### config.mk
export PLATFORM = sky130hd
export DESIGN_NAME = serial_101_tx
export DESIGN_NICKNAME = d
export VERILOG_FILES = /design/src/rtl/serial_101_pkg.sv /design/src/rtl/seq_101_track.sv /design/src/rtl/serial_101_tx.sv
export SDC_FILE = /design/constraint.sdc
export NUM_CORES = 1
export LEC_CHECK = 0
export ABC_AREA = 1
export CORE_UTILIZATION = 40
export CTS_CLUSTER_SIZE = 30
export DETAILED_ROUTE_END_ITERATION = 16
export GPL_ROUTABILITY_DRIVEN = 0
export PLACE_DENSITY = 0.75
export SYNTH_ARGS = -nofsm -noshare
export SYNTH_HDL_FRONTEND = slang
export SYNTH_SLANG_ARGS = --single-unit
### constraint.sdc
create_clock -name clk -period 3.7 [get_ports clk]
set_input_delay 0.37 -clock clk [delete_from_list [all_inputs] [get_ports clk]]
set_output_delay 0.37 -clock clk [all_outputs]
set_load 0.01 [all_outputs]
### src/rtl/serial_101_pkg.sv
// Shared constants for the serial "101" transmitter: state encoding, default
// sizes and the target bit pattern.
package serial_101_pkg;

  localparam logic [1:0] IDLE   = 2'd0;
  localparam logic [1:0] SHIFT  = 2'd1;
  localparam logic [1:0] PARITY = 2'd2;
  localparam logic [1:0] DONE   = 2'd3;

  localparam int unsigned DEF_WIDTH = 8;
  localparam int unsigned DEF_CNT_W = 4;

  // Oldest bit first: hist[1], hist[0], current bit.
  localparam logic [2:0] PATTERN = 3'b101;

endpackage

### src/rtl/seq_101_track.sv
// Tracks the last two frame bits, flags "101" on the current bit (Mealy) and
// keeps a saturating count of flagged cycles.
module seq_101_track
  import serial_101_pkg::*;
#(
  parameter int unsigned CNT_W = DEF_CNT_W
) (
  input  logic             clk,
  input  logic             rst,
  input  logic             clr,
  input  logic             bit_valid,
  input  logic             tx_bit,
  output logic             exp_det,
  output logic [CNT_W-1:0] hits
);

  logic [1:0] hist;

  assign exp_det = bit_valid & (tx_bit == PATTERN[0]) & (hist == PATTERN[2:1]);

  always_ff @(posedge clk or negedge rst) begin
    if (!rst) begin
      hist <= '0;
      hits <= '0;
    end else if (clr) begin
      hist <= '0;
      hits <= '0;
    end else if (bit_valid) begin
      hist <= {hist[0], tx_bit};
      if (exp_det && (hits != '1)) begin
        hits <= hits + 1'b1;
      end
    end
  end

endmodule

### src/rtl/serial_101_tx.sv
// Serial "101" pattern transmitter: loads a word on start and shifts it out MSB
// first. Define PARITY_BIT_EN to append an even-parity bit to every frame.
module serial_101_tx
  import serial_101_pkg::*;
#(
  parameter int unsigned WIDTH = DEF_WIDTH,
  parameter int unsigned CNT_W = DEF_CNT_W
) (
  input  logic             clk,
  input  logic             rst,
  input  logic             start,
  input  logic [WIDTH-1:0] din,
  output logic             ready,
  output logic             O,
  output logic             valid,
  output logic             exp_det,
  output logic [CNT_W-1:0] hits,
  output logic             done
);

  localparam int unsigned CW = $clog2(WIDTH);

  logic [1:0]       state;
  logic [1:0]       state_d;
  logic [WIDTH-1:0] sreg;
  logic [CW-1:0]    cnt;
  logic             accept;
  logic             last;
  logic             tx_bit;

  assign accept = ready & start;
  assign last   = (cnt == CW'(WIDTH - 1));

  always_comb begin
    state_d = state;
    case (state)
      IDLE:    if (start) state_d = SHIFT;
`ifdef PARITY_BIT_EN
      SHIFT:   if (last) state_d = PARITY;
`else
      SHIFT:   if (last) state_d = DONE;
`endif
      PARITY:  state_d = DONE;
      DONE:    state_d = IDLE;
      default: state_d = IDLE;
    endcase
  end

  assign ready = (state == IDLE);
  assign done  = (state == DONE);

`ifdef PARITY_BIT_EN
  logic par;

  assign valid  = (state == SHIFT) | (state == PARITY);
  assign tx_bit = (state == PARITY) ? par : sreg[WIDTH-1];

  always_ff @(posedge clk or negedge rst) begin
    if (!rst) begin
      par <= 1'b0;
    end else if (accept) begin
      par <= ^din;
    end
  end
`else
  assign valid  = (state == SHIFT);
  assign tx_bit = sreg[WIDTH-1];
`endif

  assign O = valid & tx_bit;

  always_ff @(posedge clk or negedge rst) begin
    if (!rst) begin
      state <= IDLE;
      sreg  <= '0;
      cnt   <= '0;
    end else begin
      state <= state_d;
      if (accept) begin
        sreg <= din;
        cnt  <= '0;
      end else if (state == SHIFT) begin
        sreg <= {sreg[WIDTH-2:0], 1'b0};
        cnt  <= cnt + 1'b1;
      end
    end
  end

  seq_101_track #(
    .CNT_W(CNT_W)
  ) u_track (
    .clk      (clk),
    .rst      (rst),
    .clr      (accept),
    .bit_valid(valid),
    .tx_bit   (tx_bit),
    .exp_det  (exp_det),
    .hits     (hits)
  );

endmodule

* Word-level counts from Yosys, hierarchy flattened
Cells that the tools add are included.
** Word-level totals
- Bits of input ports :: 11
- Register bits after elaboration :: 19
** Operators by class
- Add/subtract/negate cells :: 2
- Multiplexer cells :: 12
- Eq/ne operators :: 8
- Bitwise operators :: 3
- Reduce and logical (&&, ||, !) cells :: 6
** Operators by type and width (count)
- two-way mux 8 bit :: 2
- two-way mux 4 bit :: 3
- two-way mux 2 bit :: 4
- case mux 2 bit (4 select lines) :: 1
- == test 2 bit, second input constant :: 3
- two-way mux 3 bit :: 2
- adder 4 x 1 -> 4 bit, second input constant :: 1
- inequality test 2 bit, second input constant :: 2
- inequality test 4 bit, second input constant :: 1
- AND reduction 2 bit :: 2
- nonzero test 2 bit :: 2
- adder 3 x 1 -> 3 bit, second input constant :: 1
- bitwise AND 1 bit :: 3
- == test 3 bit, second input constant :: 1
- == test 2 x 1 -> 1 bit, second input constant :: 1
- zero test 2 bit :: 1
- logical AND 1 bit :: 1

* Depth between registers and ports, before layout
- Word-level depth :: 7
- Depth in mapped cells :: 8

* By module
A second synthesis with hierarchy kept.
** Unflattened totals
- Cells, all modules :: 121
- Area, all modules :: 1152.4 um^2
** By module, submodules not included
- serial_101_tx :: area an instance 799.5 um^2, cells each 82, times used 1
- seq_101_track :: area an instance 352.8 um^2, cells each 39, times used 1

* Worst setup path after synthesis
Ideal clock, no wire load.
- Path type :: register to output
- From :: reg state[1]
- To :: out exp_det
- Cell stages (with the launch flop) :: 5
- Arrival time :: 1.049 ns
- Path buffers :: 0
- Setup slack :: 2.281 ns
- Data required time :: 3.330 ns
- Path through :: dfrtp_1 > inv_1 > ha_1 > nand2_2 > nor2_2
** On the way
- Longest elaborated chain between the ends :: 3
** RTL lines
- from (decl) :: RTL line serial_101_tx.sv:23 : logic [1:0] state;
- from (signal assigned) :: RTL line serial_101_tx.sv:78 : state <= state_d;
- == test 2 x 1 -> 1 bit :: RTL line serial_101_tx.sv:66 : assign valid = (state == SHIFT);
- named net valid :: RTL line serial_101_tx.sv:15 : output logic valid,
- bitwise AND 1 bit (2 in a row) :: RTL line seq_101_track.sv:19 : assign exp_det = bit_valid & (tx_bit == PATTERN[0]) & (hist == PATTERN[2:1]);
- to (decl) :: RTL line serial_101_tx.sv:16 : output logic exp_det,
The timed path passes the listed nets, and every way through them passes these cells.

* Worst setup path after layout
- From :: reg state[1]
- To :: out exp_det
** On the way
- Longest elaborated chain between the ends :: 3
** RTL lines (RTL line)
- == test 2 x 1 -> 1 bit :: serial_101_tx.sv:66
- bitwise AND 1 bit (2 in a row) :: seq_101_track.sv:19
Every way passes these cells.

==> results by group <==
Detailed routing
  – Routed WL: 1930 um
  – Vias: 814
  – Drt first pass iters: 4
  – Iteration-0 DRC Markers: 14
  – Via/cell ratio: 4.96
  – WL per Instance: 11.8 um
  – Detail Route Antenna Nets: 0
  – DRC: 0

Clock network
  – Buffer levels on the longest clock path: 2
  – CTS Buf Count: 3
  – Root Driver: clkbuf_4
  – Post-CTS Setup Inserts: 0
  – Clk sinks: 19
  – Worst-path clk slew: about 0.12 ns
  – CTS tree: yes
  – CTS H-tree lvls: 1
  – Quantity of hold-fixing buffers added after cts: 0
  – Post-cts resize count: 0
  – Clk Latency, worst-skew pair: about 0.31 ns

Final layout
  – Fin area: 1240 um^2
  – Fin nets: around 160
  – Non-Filler Instances: roughly 160
  – Ant. Diodes: 0
  – Share of cells above drive strength 1: 10.3%
  – Area grow syn2layout: 23.2%
  – Most common cell after layout, fill and taps aside: nand3_1
  – Post-Route Utilization: between 50% and 60%
  – Commonest non-fill, non-tap cells in the layout: 28 x nand3_1, 20 x nand2_1, 19 x dfrtp_1, 19 x clkdlybuf4s50_1, 10 x inv_1

Synth
  – Mean Syn Cell Area: between 8 and 9 um^2
  – Yosys warns: 0
  – Seq cells post-synth: 19
  – Distinct cell type count after synthesis: 17
  – Post-Synthesis Net Count: 135
  – Seq/Total Area, Yosys: 47.3%
  – Mapped Area: 1000 um^2
  – Cell count after synthesis: between 100 and 150

Timing
  – F_max: 0.390 GHz
  – Final worst slack: about 1.1 ns
  – Hold Vio Cnt, Final: 0
  – Worst slew pin tran: approximately 0.84 ns
  – Min cycle time layout: 2.56 ns
  – RSZ-0062 raised after global routing: no
  – Worst hold slack: 0.516 ns
  – Final worst path period share: 69.3%
  – # setup viols final: 0
  – Count of final max-slew check failures: 0
  – Skew final: ~0.011 ns
  – Relative slew slack: 43.8%
  – TNS Setup: 0 ns

Placement
  – Placed Cells: 160
  – Pre-CTS setup slack: 1.49 ns
  – HPWL after detailed placement: 1390 um
  – Input/output buffers: 19
  – Area after DPL: about 1200 um^2

Setup path
  – Arrival time at the worst endpoint: 2.19 ns
  – Worst Path Max Fanout: 15
  – Req. time, crit path: between 3 and 4 ns
  – Worst Path Class, Setup: flip-flop to output port
  – Kind of end point of the critical path: output port
  – Critical Path Source Type: flip-flop

Global route
  – Pin count of the biggest net entering global routing: 27
  – Vias in the first global route: 795
  – Total track usage: 17.9%
  – Initial antenna violation count: 0
  – Global route overflow: 0
  – First-pass GRT wire length: 3440 um

Floorplan
  – Vert. Die Dim: 52.1 um
  – Core Area: around 2300 um^2
  – Starting Density: between 40% and 50%
  – DIE AREA: ~2700 um^2
  – Site row count: 17
  – Top Ports: 20
  – Die X-Extent: 52.1 um

Pwr
  – Power Density: 713 nW/um^2
  – Pleak: 0.594 nW
  – Peak VDD IR: 0.444 mV
  – Total power: 0.882 mW

Job
  – Max-Cap Viols: 0

Status
  – Status: finished clean

Hold path
  – Worst Hold Class: flip-flop to flip-flop
registers in the layout, indices dropped and copies added (netlist names):
register,cells
cnt,3
u_track.hist,2
u_track.hits,4
sreg,8
state,2
routing by layer:
metal | global-route usage (%) | share of wire (%) | vias to the layer above
met1 | 20.2 | 42 | 371
met5 | 0 | 0 | -
met2 | 31.6 | 51 | 19
li1 | - | - | 420
met4 | 5.41 | 1.5 | 0
met3 | 5.56 | 4.7 | 4
cells in the mapped netlist, drive strengths merged:
cell   number  area, um^2
o21ai       5        25.0
ha          7        87.6
nor2       10        55.1
buf         4        20.0
nand3      28         140
xor2        1        8.76
o22ai       1        12.5
a21oi       4        20.0
dfrtp      19         475
nand4       1        6.26
inv        12        45.1
xnor2       1        8.76
nand2      24         100
worst max-delay path, stage by stage (launching register included):
cell and delay [ns]:
dfrtp_1 0.44, inv_1 0.09, ha_1 0.50, nand2_2 0.15, nor2_2 0.16, clkdlybuf4s50_1 0.54
power breakdown:
group / internal (mW) / switching, mW
logic: 0.180 / 0.234
clock network: 0.0404 / 0.0689
registers: 0.295 / 0.0637
logic make-up (layout without fill, tap and decap cells):
kind of cell               count (synthesis)  after routing  share of synthesized area, %
AOI/OAI and AO/OA                         10             10                          5.73
xor gates and xnor gates                   2              2                          1.74
adders and majority gates                  7              7                          8.72
buffers and inverters                     16             35                          6.48
DFF                                       19             19                          47.3
and+or+nand+nor                           63             63                          30.0
worst paths after layout:
| check | from | to | slack [ns] | cells after the start |
|---|---|---|---|---|
| max | state[1] | exp_det | 1.14 | 5 |
| min | sreg[0] | sreg[0] | 0.52 | 2 |
| max reg2reg | state[1] | state[1] | 1.84 | 5 |
| min reg2reg | sreg[0] | sreg[0] | 0.52 | 2 |
| max in group asynchronous | rst | sreg[1] | 2.65 | 1 |
| min in group asynchronous | rst | u_track.hist[0] | 0.53 | 1 |
layout make-up:
| cell class | count | area (um^2) |
|---|---|---|
| inverter | 12 | 45.0 |
| timing repair buffer | 19 | 190 |
| fill | 226 | 1060 |
| sequential | 19 | 475 |
| multi-input combinational | 82 | 464 |
| clock buffer | 3 | 22.5 |
| clock inverter | 1 | 5.00 |
| tap | 28 | 35.0 |
No activity file was read; power rests on OpenSTA's default activity.
